[config.mk]
export PLATFORM = sky130hd
export DESIGN_NAME = glyph_rom_arbiter
export DESIGN_NICKNAME = d
export VERILOG_FILES = /design/src/rtl/glyph_pkg.sv /design/src/rtl/rr_arbiter.sv /design/src/rtl/glyph_rom_arbiter.sv
export SDC_FILE = /design/constraint.sdc
export NUM_CORES = 1
export LEC_CHECK = 0
export CORE_ASPECT_RATIO = 0.6
export CORE_MARGIN = 3
export CORE_UTILIZATION = 47
export CTS_BUF_LIST = sky130_fd_sc_hd__clkbuf_8
export DETAILED_ROUTE_END_ITERATION = 12
export PLACE_DENSITY_LB_ADDON = 0.08
export SLEW_MARGIN = 10
export SYNTH_ARGS = -nofsm -noshare
export SYNTH_HDL_FRONTEND = slang
export SYNTH_SLANG_ARGS = --single-unit
[constraint.sdc]
create_clock -name Clk -period 7.08 [get_ports Clk]
set_input_delay 1.062 -clock Clk [delete_from_list [all_inputs] [get_ports Clk]]
set_output_delay 1.062 -clock Clk [all_outputs]
set_load 0.05 [all_outputs]
[src/rtl/glyph_pkg.sv]
`default_nettype none
// +----------------------------------------------------------------------+
// | glyph_pkg : glyph ROM geometry, glyph codes and address helper        |
// | Revision  : 1.0                                                       |
// +----------------------------------------------------------------------+
package glyph_pkg;

  localparam int NUM_GLYPHS   = 13;
  localparam int GLYPH_ROWS   = 22;
  localparam int GLYPH_CODE_W = 4;
  localparam int GLYPH_ROW_W  = 5;
  localparam int GLYPH_ADDR_W = 11;

  localparam logic [GLYPH_CODE_W-1:0] BLANK      = 4'd0;
  localparam logic [GLYPH_CODE_W-1:0] FROG_UP    = 4'd1;
  localparam logic [GLYPH_CODE_W-1:0] FROG_DOWN  = 4'd2;
  localparam logic [GLYPH_CODE_W-1:0] FROG_RIGHT = 4'd3;
  localparam logic [GLYPH_CODE_W-1:0] FROG_LEFT  = 4'd4;
  localparam logic [GLYPH_CODE_W-1:0] CHAR_0     = 4'd5;
  localparam logic [GLYPH_CODE_W-1:0] CHAR_1     = 4'd6;
  localparam logic [GLYPH_CODE_W-1:0] CHAR_2     = 4'd7;
  localparam logic [GLYPH_CODE_W-1:0] CHAR_3     = 4'd8;
  localparam logic [GLYPH_CODE_W-1:0] CHAR_4     = 4'd9;
  localparam logic [GLYPH_CODE_W-1:0] CHAR_5     = 4'd10;
  localparam logic [GLYPH_CODE_W-1:0] CHAR_6     = 4'd11;
  localparam logic [GLYPH_CODE_W-1:0] SOLID      = 4'd12;

  // code*22 + row built from shifts: 22 = 16 + 4 + 2
  function automatic logic [GLYPH_ADDR_W-1:0] glyph_addr(
    input logic [GLYPH_CODE_W-1:0] code,
    input logic [GLYPH_ROW_W-1:0]  row
  );
    logic [GLYPH_ADDR_W-1:0] c;
    c = GLYPH_ADDR_W'(code);
    return (c << 4) + (c << 2) + (c << 1) + GLYPH_ADDR_W'(row);
  endfunction

endpackage
`default_nettype wire

[src/rtl/rr_arbiter.sv]
`default_nettype none
// +----------------------------------------------------------------------+
// | rr_arbiter : round-robin one-hot grant with rotating priority pointer |
// | Revision   : 1.0                                                      |
// +----------------------------------------------------------------------+
module rr_arbiter #(
  parameter int NUM_REQ = 4
) (
  input  logic               Clk,
  input  logic               Reset,
  input  logic [NUM_REQ-1:0] req,
  output logic [NUM_REQ-1:0] gnt
);

  localparam int PTR_W = (NUM_REQ > 1) ? $clog2(NUM_REQ) : 1;

  logic [PTR_W-1:0] rr_ptr_q;
  logic [PTR_W-1:0] rr_ptr_d;
  logic [PTR_W-1:0] cand;
  logic             found;

  // Search starts at the pointer; the winner's successor becomes the new head.
  always_comb begin
    gnt      = '0;
    rr_ptr_d = rr_ptr_q;
    cand     = '0;
    found    = 1'b0;
    if (!Reset) begin
      for (int off = 0; off < NUM_REQ; off++) begin
        cand = PTR_W'((int'(rr_ptr_q) + off) % NUM_REQ);
        if (!found && req[cand]) begin
          found     = 1'b1;
          gnt[cand] = 1'b1;
          rr_ptr_d  = PTR_W'((int'(cand) + 1) % NUM_REQ);
        end
      end
    end
  end

  always_ff @(posedge Clk or posedge Reset) begin
    if (Reset) begin
      rr_ptr_q <= '0;
    end else begin
      rr_ptr_q <= rr_ptr_d;
    end
  end

endmodule
`default_nettype wire

[src/rtl/glyph_rom_arbiter.sv]
`default_nettype none
// +----------------------------------------------------------------------+
// | glyph_rom_arbiter : shares one glyph ROM among renderers, fixed       |
// |                     two-cycle grant-to-response latency               |
// | Revision          : 1.0                                               |
// +----------------------------------------------------------------------+
module glyph_rom_arbiter #(
  parameter int NUM_REQ    = 4,
  parameter int NUM_GLYPHS = 13,
  parameter int GLYPH_ROWS = 22,
  parameter int CODE_W     = 4,
  parameter int ROW_W      = 5,
  parameter int ADDR_W     = 11,
  parameter int DATA_W     = 24
) (
  input  logic                      Clk,
  input  logic                      Reset,
  input  logic [NUM_REQ-1:0]        req,
  input  logic [NUM_REQ*CODE_W-1:0] req_code,
  input  logic [NUM_REQ*ROW_W-1:0]  req_row,
  output logic [NUM_REQ-1:0]        gnt,
  output logic [ADDR_W-1:0]         rom_addr,
  input  logic [DATA_W-1:0]         rom_data,
  output logic [NUM_REQ-1:0]        rsp_valid,
  output logic [DATA_W-1:0]         rsp_data,
  output logic                      rsp_err
);

  import glyph_pkg::*;

  localparam int IDX_W = (NUM_REQ > 1) ? $clog2(NUM_REQ) : 1;

  logic [CODE_W-1:0] sel_code;
  logic [ROW_W-1:0]  sel_row;
  logic [IDX_W-1:0]  sel_idx;
  logic              sel_err;
  logic [ADDR_W-1:0] sel_addr;

  logic              s1_valid_q, s1_valid_d;
  logic [IDX_W-1:0]  s1_idx_q,   s1_idx_d;
  logic              s1_err_q,   s1_err_d;
  logic [ADDR_W-1:0] rom_addr_q, rom_addr_d;

  logic [NUM_REQ-1:0] rsp_valid_q, rsp_valid_d;
  logic [DATA_W-1:0]  rsp_data_q,  rsp_data_d;
  logic               rsp_err_q,   rsp_err_d;

  rr_arbiter #(
    .NUM_REQ (NUM_REQ)
  ) u_rr_arbiter (
    .Clk   (Clk),
    .Reset (Reset),
    .req   (req),
    .gnt   (gnt)
  );

  // gnt is one-hot, so the winner's fields can be picked with a plain scan.
  always_comb begin
    sel_code = '0;
    sel_row  = '0;
    sel_idx  = '0;
    for (int i = 0; i < NUM_REQ; i++) begin
      if (gnt[i]) begin
        sel_code = req_code[i*CODE_W +: CODE_W];
        sel_row  = req_row[i*ROW_W +: ROW_W];
        sel_idx  = IDX_W'(i);
      end
    end
    sel_err  = (int'(sel_code) >= NUM_GLYPHS) || (int'(sel_row) >= GLYPH_ROWS);
    sel_addr = sel_err ? '0
                       : ADDR_W'(glyph_addr(GLYPH_CODE_W'(sel_code), GLYPH_ROW_W'(sel_row)));
  end

  always_comb begin
    s1_valid_d = |gnt;
    s1_idx_d   = s1_idx_q;
    s1_err_d   = s1_err_q;
    rom_addr_d = rom_addr_q;
    if (|gnt) begin
      s1_idx_d   = sel_idx;
      s1_err_d   = sel_err;
      rom_addr_d = sel_addr;
    end
  end

  // Out-of-range accesses still read ROM address 0; their data is forced to zero here.
  always_comb begin
    rsp_valid_d = '0;
    rsp_data_d  = rsp_data_q;
    rsp_err_d   = rsp_err_q;
    if (s1_valid_q) begin
      rsp_valid_d[s1_idx_q] = 1'b1;
      rsp_data_d            = s1_err_q ? '0 : rom_data;
      rsp_err_d             = s1_err_q;
    end
  end

  always_ff @(posedge Clk or posedge Reset) begin
    if (Reset) begin
      s1_valid_q  <= 1'b0;
      s1_idx_q    <= '0;
      s1_err_q    <= 1'b0;
      rom_addr_q  <= '0;
      rsp_valid_q <= '0;
      rsp_data_q  <= '0;
      rsp_err_q   <= 1'b0;
    end else begin
      s1_valid_q  <= s1_valid_d;
      s1_idx_q    <= s1_idx_d;
      s1_err_q    <= s1_err_d;
      rom_addr_q  <= rom_addr_d;
      rsp_valid_q <= rsp_valid_d;
      rsp_data_q  <= rsp_data_d;
      rsp_err_q   <= rsp_err_d;
    end
  end

  assign rom_addr  = rom_addr_q;
  assign rsp_valid = rsp_valid_q;
  assign rsp_data  = rsp_data_q;
  assign rsp_err   = rsp_err_q;

endmodule
`default_nettype wire
# Word level (Yosys, flattened, before mapping)
# Cells that the tools add are included.
[word_totals] in_bits=66 ff_bits=46 output_inout_bits=44 elab_cells=98
[classes] mux=50 n_lt_le_gt_ge=12 bitwise=4 add_sub_neg=9 reduce_logical=15
[ops] op="$mux W4" n=13
[ops] op="$mux W24" n=1
[ops] op="$mux W5" n=4
[ops] op="$mux W1" n=16
[ops] op="$lt A2 B3 Y1 const B" n=5
[ops] op="$mux W2" n=6
[ops] op="$or A4 B4 Y4" n=3
[ops] op="$add A10 B5 Y11" n=1
[ops] op="$mux W11" n=1
[ops] op="$add A9 B5 Y10" n=1
[ops] op="$demux W1 S2" n=5
[ops] op="$ge A2 B1 Y1 const B" n=5
[ops] op="$add A8 B6 Y9" n=1
[ops] op="$add A2 B1 Y2 const B" n=4
[ops] op="$bmux W1 S2" n=4
[ops] op="$logic_and A1 B1 Y1" n=8
[ops] op="$ge A5 B5 Y1 const B" n=1
[ops] op="$add A2 B2 Y2 const B" n=2
[ops] op="$ge A4 B4 Y1 const B" n=1
[ops] op="$reduce_bool A4 Y1" n=1
[ops] op="$reduce_or A4 Y1" n=1
[ops] op="$logic_not A1 Y1" n=3
[ops] op="$reduce_and A2 Y1" n=1
[ops] op="$logic_or A1 B1 Y1" n=1
[ops] op="$not A1 Y1" n=1

# Depth between registers and ports, before layout
# Gate-level depths: netlist of run 1.
[logic_depth] ltp_word=24 ltp_mapped=25 mapped_depth_nobuf=22

# Cells and area by module
# A second synthesis of run 1 with hierarchy kept.
[unflattened] cells_unflattened=306 hier_area_um2=2915.3
[by_module_without_submodules] mod="glyph_rom_arbiter" n_inst=1 seq_area_each_um2=1051.0 cells_each=250 area_each_um2=2366.0
[by_module_without_submodules] mod="rr_arbiter" n_inst=1 seq_area_each_um2=50.0 cells_each=56 area_each_um2=549.3

# Worst setup path after synthesis of run 1
# OpenSTA, ideal clock, no wires.
[synth_timing] path_type="flip-flop to flip-flop" start="register u_rr_arbiter.rr_ptr_q[0]" end="register rom_addr_q[7] (netlist: rom_addr[7])" required_time_ns=6.948 setup_ns=0.132 path_stages_with_launch=26 n_path_buf=4 synth_period_minus_slack_ns=5.641 t_arrival_ns=5.509 path_slack_ns=1.439 cell_sequence="dfrtp_1 -> buf_2 -> buf_2 -> inv_1 -> ha_1 -> buf_6 -> mux4_2 -> nor2b_1 -> o31ai_1 -> o21ai_2 -> inv_2 -> buf_2 -> nand2_1 -> o21ai_0 -> nor2b_1 -> inv_1 -> fa_1 -> inv_1 -> fa_1 -> inv_1 -> fa_1 -> inv_1 -> a21o_1 -> a21oi_1 -> xor2_1 -> o21ai_1"
[synth_between] elab_cells_between_ends=70 cone_classes="6 x add/sub; 10 x order compare; 39 x mux; 3 x bitwise; 12 x reduce/logical"
[synth_lines] element="start: declaration" line="rr_arbiter.sv:17" rtl="logic [PTR_W-1:0] rr_ptr_q;"
[synth_lines] element="start signal: assignment" line="rr_arbiter.sv:44" rtl="rr_ptr_q <= rr_ptr_d;"
[synth_lines] element="parallel branches: the longest is 14 deep, another holds $lt A2 B3 Y1"
[synth_lines] element="$mux W4 (*)" line="rr_arbiter.sv:31" rtl="if (!found && req[cand]) begin"
[synth_lines] element="$mux W4 (*)" line="rr_arbiter.sv:28" rtl="if (!Reset) begin"
[synth_lines] element="via gnt[3]" line="glyph_rom_arbiter.sv:21" rtl="output logic [NUM_REQ-1:0] gnt,"
[synth_lines] element="$mux W4" line="glyph_rom_arbiter.sv:63" rtl="if (gnt[i]) begin"
[synth_lines] element="$add A8 B6 Y9" line="glyph_pkg.sv:35" rtl="return (c << 4) + (c << 2) + (c << 1) + GLYPH_ADDR_W'(row);"
[synth_lines] element="$add A9 B5 Y10" line="glyph_pkg.sv:35"
[synth_lines] element="$add A10 B5 Y11" line="glyph_pkg.sv:35"
[synth_lines] element="$mux W11" line="glyph_rom_arbiter.sv:70" rtl="sel_addr = sel_err ? '0"
[synth_lines] element="end signal: assignment" line="glyph_rom_arbiter.sv:111" rtl="rom_addr_q <= rom_addr_d;"
[synth_lines] element="end: declaration" line="glyph_rom_arbiter.sv:42" rtl="logic [ADDR_W-1:0] rom_addr_q, rom_addr_d;"
# Mark *: on every way through the listed nets, which the timed path passes. The select of a mux whose other input is x is not followed.
# A chain may end at the register's enable or synchronous reset.

# Worst setup path after layout of run 1
[layout_timing] start="input req[0]" end="register rom_addr_q[7] (netlist: rom_addr[7])"
[layout_between] elab_chain_len=24 elab_cells_between_ends=47 cone_classes="3 x add/sub; 2 x order compare; 31 x mux; 3 x bitwise; 8 x reduce/logical"
[layout_rtl] element="start: declaration" line="glyph_rom_arbiter.sv:18" rtl="input logic [NUM_REQ-1:0] req,"
[layout_rtl] element="$bmux W1 S2" line="rr_arbiter.sv:31"
[layout_rtl] element="$mux W1 (implied by the code)" line="rr_arbiter.sv:31"
[layout_rtl] element="$mux W1" line="rr_arbiter.sv:31"
[layout_rtl] element="$mux W1" line="rr_arbiter.sv:28"
[layout_rtl] element="$logic_not A1 Y1" line="rr_arbiter.sv:31"
[layout_rtl] element="$logic_and A1 B1 Y1" line="rr_arbiter.sv:31"
[layout_rtl] element="$mux W1" line="rr_arbiter.sv:31"
[layout_rtl] element="$mux W1" line="rr_arbiter.sv:28"
[layout_rtl] element="[5 not listed]"
[layout_rtl] element="$logic_and A1 B1 Y1" line="rr_arbiter.sv:31"
[layout_rtl] element="$mux W4 (*)" line="rr_arbiter.sv:31"
[layout_rtl] element="$mux W4 (*)" line="rr_arbiter.sv:28"
[layout_rtl] element="$mux W4 (4 in series)" line="glyph_rom_arbiter.sv:63"
[layout_rtl] element="$add A8 B6 Y9" line="glyph_pkg.sv:35"
[layout_rtl] element="$add A9 B5 Y10" line="glyph_pkg.sv:35"
[layout_rtl] element="$add A10 B5 Y11" line="glyph_pkg.sv:35"
[layout_rtl] element="$mux W11" line="glyph_rom_arbiter.sv:70"
# Mark *: on every way between the ends. The rest lies on a longest branch, timed or not. The select of a mux whose other input is x is not followed.

==> parameters.txt, run 1 <==
Parameter                              Value

Status
  Outcome    finished clean

Setup path
  Crit path required time    7.30 ns
  Critical Path Slowest Stage Cell    sky130_fd_sc_hd__mux4_2
  RR Endpoint    rom_addr[7]$_DFFE_PP0P_
  Maximum cell stage delay along the critical path    0.66 ns
  Startpoint type of the worst setup path    input pin
  Critical setup path kind    input pin to flip-flop
  Endpoint class of the critical path    flip-flop
  Crit path cell chain    clkdlybuf4s50_1 > mux4_2 > nor2b_1 > o31ai_1 > nor2_1 > a21oi_1 > a221o_1 > o21a_1 > inv_1 > fa_1 > inv_1 > fa_1 > inv_1 > fa_1 > inv_1 > a21o_1 > a21oi_1 > xor2_1 > o21ai_1
  Cell count of the worst reg-to-reg path    20
  Worst R2R Start    u_rr_arbiter.rr_ptr_q[1]$_DFFE_PP0P_
  Max Fanout on Critical Path    15
  Reg-to-reg setup timing slack    1.22 ns
  CP arrival    6.22 ns
  Most frequent CP cell    sky130_fd_sc_hd__inv_1

Timing
  Final min period    6.00 ns
  Final setup TNS    0 ns
  Largest clock skew in the final design    0.00747 ns
  Unrepaired setup endpoints after global routing    no
  Final clock period utilization by the worst path    84.8%
  Worst max-slew margin expressed relative to the limit    46.5%
  Worst slew pin tran    ~0.80 ns
  Total of endpoints with negative setup slack in the final report    0
  Final Max Slew Viols    0
  Final Hold Viols    0
  F_max    roughly 170 MHz

Yosys
  Leading register cell type out of synthesis    sky130_fd_sc_hd__dfrtp_1
  Number of flops mapped to enable cells by yosys    0
  Mapped Avg Cell Area    8.73 µm²
  Yosys top cell by area    sky130_fd_sc_hd__dfrtp_1
  Mapped Cells    354
  Post-synth design cell area    slightly above 3000 µm²
  FF+latch count, synth    44
  Share of synthesized flip-flops with an asynchronous set or reset    100%
  Sequential area share after synthesis    35.6%
  Share of the synthesized area in the top cell type    35.6%
  Yosys warnings    0
  Cell variety after synth    64
  Dominant cells by area after synthesis    sky130_fd_sc_hd__dfrtp_1 36%, sky130_fd_sc_hd__ha_1 7.7%, sky130_fd_sc_hd__o21ai_0 6.2%, sky130_fd_sc_hd__nand2_1 5.8%, sky130_fd_sc_hd__inv_1 5.6%

Clock network
  CTS clock-pin slew for the worst setup and hold paths    0.09 ns
  Post_cts resized    0
  Later-pin clock latency in the skew report    0.29 ns
  Maximum root-to-sink buffer count    2
  Num Clock Sinks    44
  Total clock buffers created by CTS    5
  Clock tree from TritonCTS    yes
  CTS hold repair buffers    0
  Clock tree root driver cell    sky130_fd_sc_hd__clkbuf_8
  Post CTS Setup Buffer Count    0
  Htree depth    2

Layout
  Synthesis-to-layout area growth    38.7%
  Antenna diodes    0
  Final cell utilization of the core    68.6%
  Fraction of layout instances using a drive strength above 1    7.27%
  NumNets Final    544

Route
  Number of DRC markers in iteration 0    356
  Remaining routing DRC violations    0
  WL/cell    15.9 µm
  M1 WL    4220 µm
  Detail-routed via count per cell    between 5 and 6
  Detailed-routing iteration count for the pre-antenna-repair pass    5
  Antenna violation net count after detailed routing    0
  Number of vias after detailed routing    2934
  Met2 routed WL    3460 µm
  Total detailed-routing wirelength    8560 µm
  Top routing layer in use    met4
  Routed wl met3    just over 800 µm

Global route
  Maximum number of pins on one net before global-route repair    47
  Number of antenna violations at the first check in global routing    0
  Tot GR Track Use    22.1%
  Total overflow reported by the global router    0
  Via count of the first global-routing pass    2600
  First-pass GRT wire length    13400 µm

Min path
  Critical hold path startpoint    rom_addr[3]$_DFFE_PP0P_
  Hold Path End    rom_addr[3]$_DFFE_PP0P_
  Worst hold-check path type    flip-flop to flip-flop
  Hold path cells    2

Floorplanning
  Standard cell core area    6250 µm²
  Full die area    7620 µm²
  Effective utilization at floorplan    49.5%
  Number of placement rows    22
  Top Ports    110
  Die Span Y    68.8 µm
  DIE WIDTH    111 µm

Place
  Port Buf Inserts    107
  Final GP Congestion    0.952
  Final HPWL from detailed placement    roughly 6800 µm

Run
  # Max-Cap Violations    0
-- flip-flops by register name, indices dropped and copies added, names as in the netlist --
register,cells
rsp_err,1
rsp_valid,4
s1_err_q,1
u_rr_arbiter.rr_ptr_q,2
rom_addr,9
s1_valid_q,1
s1_idx_q,2
rsp_data,24
-- worst max-delay path, delay by kind of cell --
family / cells / cell delay, ns
xor gates and xnor gates: 1 / 0.14
muxes: 1 / 0.66
AOI/OAI and AO/OA: 7 / 1.52
adders and majority gates: 3 / 1.50
buffers and inverters: 5 / 0.95
and+or+nand+nor: 2 / 0.38
-- cell families (layout without fill, tap and decap cells) --
group / count (synthesis) / after routing / share of synthesized area (%)
AO/OA/AOI/OAI: 110 / 110 / 24.2
AND/OR/NAND/NOR: 94 / 94 / 14.7
buffers and inverters: 69 / 168 / 9.11
flip-flops: 44 / 44 / 35.6
adder cells (fa/ha/maj): 24 / 24 / 10.9
multiplexers: 7 / 7 / 3.93
XOR/XNOR: 5 / 5 / 1.42
other: 1 / 2 / 0.121
-- final cells by class --
class                   count  area [µm²]
clock buffers               5        68.8
well taps                  84         105
fillers                   513        1960
multi-input cells         242        1710
flip-flops and latches     44        1100
repair buffers            111        1100
inverters                  50         188
clock inverters             2        12.5
-- routing by layer --
layer / up-vias / GRT usage (%)
li1: 1420 / -
met1: 1357 / 34.2
met2: 147 / 31.3
met3: 10 / 4.97
met4: 0 / 4.92
met5: - / 0
-- stage by stage --
stage	std cells	setup WS, ns	hold slack (ns)	instance area (µm²)
after floorplan	355	1.44	0.450	3090
after global placement	531	1.06	0.469	4210
after detailed placement	531	0.866	0.475	4210
after CTS	538	1.17	0.495	4290
after global routing	538	0.706	0.508	4290
final	538	1.08	0.487	4290
-- synthesized netlist by cell type (2+ instances only) --
cell                       instances
sky130_fd_sc_hd__o21ai_1           9
sky130_fd_sc_hd__xor2_1            3
sky130_fd_sc_hd__a211oi_1          2
sky130_fd_sc_hd__o31ai_1           2
sky130_fd_sc_hd__nand3_1           4
sky130_fd_sc_hd__clkbuf_1         10
sky130_fd_sc_hd__nand2_1          48
sky130_fd_sc_hd__nor3_1            4
sky130_fd_sc_hd__fa_1              5
sky130_fd_sc_hd__o21ai_0          38
sky130_fd_sc_hd__and3b_1           2
sky130_fd_sc_hd__and3_1            3
sky130_fd_sc_hd__nor4b_1           2
sky130_fd_sc_hd__o21a_1            4
sky130_fd_sc_hd__mux4_2            4
sky130_fd_sc_hd__a21o_1            5
sky130_fd_sc_hd__a221o_1           3
sky130_fd_sc_hd__buf_4             2
sky130_fd_sc_hd__a21oi_1          16
sky130_fd_sc_hd__xnor2_1           2
sky130_fd_sc_hd__a32oi_1           3
sky130_fd_sc_hd__buf_2             6
sky130_fd_sc_hd__nor2b_1           4
sky130_fd_sc_hd__mux2i_1           2
sky130_fd_sc_hd__o21ai_2           4
sky130_fd_sc_hd__inv_2             4
sky130_fd_sc_hd__dfrtp_1          44
sky130_fd_sc_hd__inv_1            46
sky130_fd_sc_hd__nor3b_1           4
sky130_fd_sc_hd__ha_1             19
sky130_fd_sc_hd__nor2_1           15
sky130_fd_sc_hd__o22ai_1           3
-- layout by cell type, fill, tap and decap left out, drive strengths merged, types with 15 or more instances in the layout --
cell type        n
inv             50
nor2            15
clkdlybuf4s50  107
o21ai           51
a21oi           17
ha              19
nand2           48
dfrtp           44
-- worst max path at each step --
stage                                         start                       to
2_1_floorplan  u_rr_arbiter.rr_ptr_q[0]$_DFFE_PP0P_  rom_addr[7]$_DFFE_PP0P_
3_3_place_gp                                 req[0]  rom_addr[7]$_DFFE_PP0P_
3_5_place_dp                                 req[0]  rom_addr[7]$_DFFE_PP0P_
4_1_cts                                      req[0]  rom_addr[7]$_DFFE_PP0P_
5_1_grt                                      req[0]  rom_addr[8]$_DFFE_PP0P_
6_report                                     req[0]  rom_addr[7]$_DFFE_PP0P_
Power of run 1 is not shown: default switching activity piles up to over one toggle a cycle in this logic, so the estimate is an artifact.
==> inputs of run 2 (changes only) <==
- clock period: 7.08 -> 6.19 ns (I/O delays scaled with it)
==> parameters.txt, run 2 (synthesis gave the netlist of run 1 again) <==
Parameter                              Value

Status
  Outcome    finished clean

Layout
  Flip-flop count of the largest register after layout    24 (unchanged)
  Synthesis-to-layout area growth    39.2%
  NumNets Final    546 (+0.37%)
  Fraction of layout instances using a drive strength above 1    7.68% (+0.41 points)
  Highest-count cells in the layout ignoring fill and taps    107 x sky130_fd_sc_hd__clkdlybuf4s50_1, 48 x sky130_fd_sc_hd__nand2_1, 45 x sky130_fd_sc_hd__inv_1
  Antenna diodes    0 (unchanged)
  Most frequent standard cell in the layout excluding fill and tap cells    sky130_fd_sc_hd__clkdlybuf4s50_1

Floorplanning
  Full die area    7620 µm² (unchanged)
  Die Span Y    68.8 µm (unchanged)
  Standard cell core area    6250 µm² (unchanged)
  Top Ports    110 (unchanged)
  DIE WIDTH    111 µm (unchanged)
  Effective utilization at floorplan    49.5% (unchanged)
  Number of placement rows    22 (unchanged)

Route
  Detail-routed via count per cell    5.41 (-0.88%)
  Number of DRC markers in iteration 0    241 (-32%)
  Antenna violation net count after detailed routing    0 (unchanged)
  Detailed-routing iteration count for the pre-antenna-repair pass    5 (unchanged)
  Remaining routing DRC violations    0 (unchanged)
  Routed wl met3    751 µm (-7.2%)
  Number of vias after detailed routing    2919 (-0.51%)
  M1 WL    4250 µm (+0.90%)
  WL/cell    15.8 µm (-0.45%)
  Top routing layer in use    met4
  Total detailed-routing wirelength    8550 µm (about the same)
  Met2 routed WL    3510 µm (+1.4%)

Clock network
  Clock tree root driver cell    sky130_fd_sc_hd__clkbuf_8
  Maximum root-to-sink buffer count    2 (unchanged)
  CTS hold repair buffers    0 (unchanged)
  Later-pin clock latency in the skew report    0.29 ns (about the same)
  Num Clock Sinks    44 (unchanged)
  Clock tree from TritonCTS    yes
  Post CTS Setup Buffer Count    0 (unchanged)
  Total clock buffers created by CTS    5 (unchanged)
  CTS clock-pin slew for the worst setup and hold paths    0.09 ns (about the same)
  Htree depth    2 (unchanged)
  Post_cts resized    0 (unchanged)

Timing
  Worst slew pin tran    0.805 ns (+0.00224 ns)
  Unrepaired setup endpoints after global routing    no
  Final Max Slew Viols    0 (unchanged)
  Worst max-slew margin expressed relative to the limit    46.4% (-0.15 points)
  Largest clock skew in the final design    0.00843 ns (+0.000953 ns)
  Final min period    approximately 5.8 ns
  Final clock period utilization by the worst path    93.4%
  Final setup TNS    0 ns (unchanged)
  Final Hold Viols    0 (unchanged)
  F_max    173 MHz
  Total of endpoints with negative setup slack in the final report    0 (unchanged)

Global route
  Total overflow reported by the global router    0 (unchanged)
  First-pass GRT wire length    13300 µm (-1.2%)
  Number of antenna violations at the first check in global routing    0 (unchanged)
  Tot GR Track Use    21.7% (-0.40 points)
  Maximum number of pins on one net before global-route repair    41 (-13%)
  Via count of the first global-routing pass    2579 (-0.81%)

Setup path
  Reg-to-reg setup timing slack    0.62 ns (-0.60 ns)
  CP arrival    6.00 ns (-0.22 ns)
  Most frequent CP cell    sky130_fd_sc_hd__inv_1
  Critical Path Slowest Stage Cell    sky130_fd_sc_hd__mux4_2
  Critical setup path kind    input pin to flip-flop
  Max Fanout on Critical Path    12 (-3)
  Startpoint type of the worst setup path    input pin
  Endpoint class of the critical path    flip-flop
  Crit path required time    6.41 ns (-0.89 ns)
  Maximum cell stage delay along the critical path    0.63 ns (-0.03 ns)
  Crit path cell chain    clkdlybuf4s50_1 > mux4_2 > nor2b_1 > o31ai_1 > nor2_1 > a21oi_1 > a211oi_1 > nor2b_1 > inv_1 > fa_1 > inv_1 > fa_1 > inv_1 > fa_1 > inv_1 > a21o_1 > a21oi_1 > xor2_1 > o21ai_1

Run
  # Max-Cap Violations    0 (unchanged)

Place
  Final GP Congestion    0.959 (+0.73%)
  Final HPWL from detailed placement    6840 µm (+0.53%)
  Port Buf Inserts    107 (unchanged)

Min path
  Worst hold-check path type    flip-flop to flip-flop
[run 2: cell count changes in the layout (fill, tap and decap cells not counted)]
cell / change
sky130_fd_sc_hd__buf_4: +2
[run 2: final cells by class]
| cell class | instances | area, µm² |
|---|---|---|
| clock buffer | 5 | 68.8 |
| clock inverter | 2 | 12.5 |
| fill | 538 | 1950 |
| inverter | 50 | 188 |
| multi-input combinational | 242 | 1710 |
| sequential | 44 | 1100 |
| tap | 84 | 105 |
| timing repair buffer | 113 | 1120 |
[run 2: path summary, 6_finish.rpt]
kind,from,to,depth (start not counted)
min in group asynchronous,Reset,rom_addr[8]$_DFFE_PP0P_,2
max in group asynchronous,Reset,rom_addr[1]$_DFFE_PP0P_,3
setup / recovery,req[1],rom_addr[7]$_DFFE_PP0P_,19
hold reg to reg,rom_addr[0]$_DFFE_PP0P_,rom_addr[0]$_DFFE_PP0P_,2
setup reg to reg,u_rr_arbiter.rr_ptr_q[0]$_DFFE_PP0P_,rom_addr[7]$_DFFE_PP0P_,20
hold / removal,rom_addr[0]$_DFFE_PP0P_,rom_addr[0]$_DFFE_PP0P_,2
[run 2: layer usage]
metal  vias to the layer above  global-route usage (%)
met5                         -                       0
met4                         0                    3.99
met3                         6                    5.41
met2                       141                    31.2
met1                      1347                    33.2
li1                       1425                       -
[run 2: through the flow]
stage | cell area, µm² | worst slack [ns] | util [%] | hold slack [ns] | instances
finish | 4300 | 0.411 | 68.9 | 0.484 | 540
global route | 4300 | 0.172 | 68.9 | 0.512 | 540
CTS | 4300 | 0.467 | 68.9 | 0.493 | 540
detailed placement | 4220 | 0.177 | 67.6 | 0.474 | 533
global placement | 4220 | 0.378 | 67.6 | 0.473 | 533
floorplan | 3090 | 0.549 | - | 0.450 | 355
[run 2: critical path: cells and delay by family]
family                   cells  cell delay [ns]
AO/OA/AOI/OAI                6             1.20
XOR/XNOR                     1             0.14
adder cells (fa/ha/maj)      3             1.48
AND/OR/NAND/NOR              3             0.73
multiplexers                 1             0.63
buffers and inverters        5             0.88
Power of run 2 is left out for the same reason.
==> inputs of run 3 (changes only) <==
- clock period: 6.19 -> 6 ns (I/O delays scaled with it)
==> parameters.txt, run 3 (synthesis gave the netlist of run 1 again) <==
Parameter                              Value

Timing
  Final Hold Viols    0 (unchanged)
  Largest clock skew in the final design    0.0108 ns (+0.00237 ns)
  F_max    between 150 and 200 MHz
  Final Max Slew Viols    0 (unchanged)
  Final clock period utilization by the worst path    92.5%
  Total of endpoints with negative setup slack in the final report    0 (unchanged)
  Final setup TNS    0 ns (unchanged)
  Worst max-slew margin expressed relative to the limit    47.6% (+1.3 points)
  Worst slew pin tran    0.786 ns (-0.0190 ns)
  Unrepaired setup endpoints after global routing    no
  Final min period    about 5.6 ns
  Tightest hold margin    0.496 ns (+0.0115 ns)

Layout
  Flip-flop count of the largest register after layout    24 (unchanged)
  Most frequent standard cell in the layout excluding fill and tap cells    sky130_fd_sc_hd__clkdlybuf4s50_1
  Synthesis-to-layout area growth    41.6%
  Antenna diodes    0 (unchanged)
  Area of combinational cells with multiple inputs    1720 µm² (+0.22%)
  FILL cells    504 (-6.3%)
  Highest-count cells in the layout ignoring fill and taps    107 x sky130_fd_sc_hd__clkdlybuf4s50_1, 48 x sky130_fd_sc_hd__nand2_1, 45 x sky130_fd_sc_hd__inv_1
  Fraction of layout instances using a drive strength above 1    8.89% (+1.2 points)
  NumNets Final    550 (+0.73%)
  Sequential standard cell area    1100 µm² (unchanged)

Global route
  Maximum number of pins on one net before global-route repair    41 (unchanged)
  Number of antenna violations at the first check in global routing    0 (unchanged)
  Tot GR Track Use    22.0% (+0.30 points)
  Total overflow reported by the global router    0 (unchanged)
  First-pass GRT wire length    13400 µm (+0.84%)
  Via count of the first global-routing pass    2670 (+3.5%)

Clock network
  Later-pin clock latency in the skew report    0.30 ns (about the same)
  Total clock buffers created by CTS    5 (unchanged)
  Clock tree root driver cell    sky130_fd_sc_hd__clkbuf_8
  Maximum root-to-sink buffer count    2 (unchanged)
  Htree depth    2 (unchanged)
  CTS clock-pin slew for the worst setup and hold paths    0.09 ns (about the same)
  CTS hold repair buffers    0 (unchanged)
  Num Clock Sinks    44 (unchanged)
  Clock tree from TritonCTS    yes

Setup path
  Crit path required time    6.23 ns (-0.18 ns)
  Startpoint type of the worst setup path    input pin
  CP arrival    5.78 ns (-0.22 ns)
  Maximum cell stage delay along the critical path    0.64 ns (about the same)
  Max Fanout on Critical Path    12 (unchanged)
  Worst R2R Start    u_rr_arbiter.rr_ptr_q[0]$_DFFE_PP0P_
  Endpoint class of the critical path    flip-flop
  Reg-to-reg setup timing slack    0.63 ns (about the same)
  Most frequent CP cell    sky130_fd_sc_hd__inv_1
  Critical Path Slowest Stage Cell    sky130_fd_sc_hd__mux4_2
  Critical setup path kind    input pin to flip-flop
  RR Endpoint    rom_addr[7]$_DFFE_PP0P_
  Cell count of the worst reg-to-reg path    22 (+10%)
  Crit path cell chain    clkdlybuf4s50_1 > mux4_2 > a21oi_1 > o31ai_1 > buf_4 > o21ai_2 > inv_2 > buf_4 > o21ai_0 > nor2b_1 > inv_1 > fa_1 > inv_1 > fa_1 > inv_1 > fa_1 > inv_1 > a21o_1 > a21oi_1 > xor2_1 > o21ai_1

Place
  Port Buf Inserts    107 (unchanged)
  Final HPWL from detailed placement    6940 µm (+1.5%)
  Final GP Congestion    0.964 (+0.53%)

Floorplanning
  Standard cell core area    6250 µm² (unchanged)
  Top Ports    110 (unchanged)
  Die Span Y    68.8 µm (unchanged)
  Full die area    7620 µm² (unchanged)
  Number of placement rows    22 (unchanged)
  Effective utilization at floorplan    49.5% (unchanged)
  DIE WIDTH    111 µm (unchanged)

Run
  # Max-Cap Violations    0 (unchanged)

Route
  WL/cell    15.8 µm (-0.21%)
  Detailed-routing iteration count for the pre-antenna-repair pass    5 (unchanged)
  Number of vias after detailed routing    2934 (+0.51%)
  Detail-routed via count per cell    5.38 (-0.41%)
  Remaining routing DRC violations    0 (unchanged)
  Antenna violation net count after detailed routing    0 (unchanged)
  Total detailed-routing wirelength    8610 µm (+0.71%)
  Number of DRC markers in iteration 0    279 (+16%)

Min path
  Hold Path End    rsp_valid[0]$_DFF_PP0_
  Worst hold-check path type    flip-flop to flip-flop
  Hold path cells    1 (-1)
  Critical hold path startpoint    s1_idx_q[0]$_DFFE_PP0P_

Status
  Outcome    finished clean
[run 3: metal layers]
metal	routed length (µm)	vias to the layer above	share of wire [%]	track usage, %
li1	-	1432	-	-
met1	4230	1354	49	31.8
met2	3530	132	41	33.4
met3	736	16	8.5	5.58
met4	119	0	1.4	5.53
met5	0	-	0	0
[run 3: worst max-delay path by stage]
stage,startpoint,endpoint,slack (ns),depth (start not counted)
after floorplan,u_rr_arbiter.rr_ptr_q[0]$_DFFE_PP0P_,rom_addr[7]$_DFFE_PP0P_,0.36,25
after CTS,req[1],rom_addr[7]$_DFFE_PP0P_,0.40,19
final,req[1],rom_addr[7]$_DFFE_PP0P_,0.45,21
after global routing,req[1],rom_addr[7]$_DFFE_PP0P_,0.05,19
after detailed placement,req[1],rom_addr[7]$_DFFE_PP0P_,0.11,19
after global placement,req[2],rom_addr[7]$_DFFE_PP0P_,0.29,19
[run 3: repair_timing]
action | CTS | global route
gates resized for setup | 0 | 1
hold endpoints to repair | 0 | 0
setup endpoints to repair | 0 | 2
setup buffers | 0 | 0
[run 3: area by class of cell]
cell class / instances / share of cell area [%]
Tap cell: 84 / 2.40
Sequential cell: 44 / 25.2
Clock buffer: 6 / 1.89
Timing Repair Buffer: 117 / 26.2
Multi-Input combinational cell: 242 / 39.2
Inverter: 50 / 4.29
Clock inverter: 2 / 0.886
[run 3: stage by stage]
step           instances  util [%]  setup slack, ns  cell area [µm²]
6_report             545      70.0            0.448             4380
5_1_grt              545      70.0           0.0492             4380
4_1_cts              545      70.0            0.402             4370
3_5_place_dp         537      68.0            0.106             4250
3_3_place_gp         537      68.0            0.285             4250
2_1_floorplan        355         -            0.359             3090
[run 3: critical path: cells and delay by family]
kind	cells	cell delay (ns)
mux	1	0.64
fa+ha+maj	3	1.47
simple gates	1	0.37
xor+xnor	1	0.14
buf+inv	8	1.29
compound gates	7	0.97
Power of run 3 is left out for the same reason.
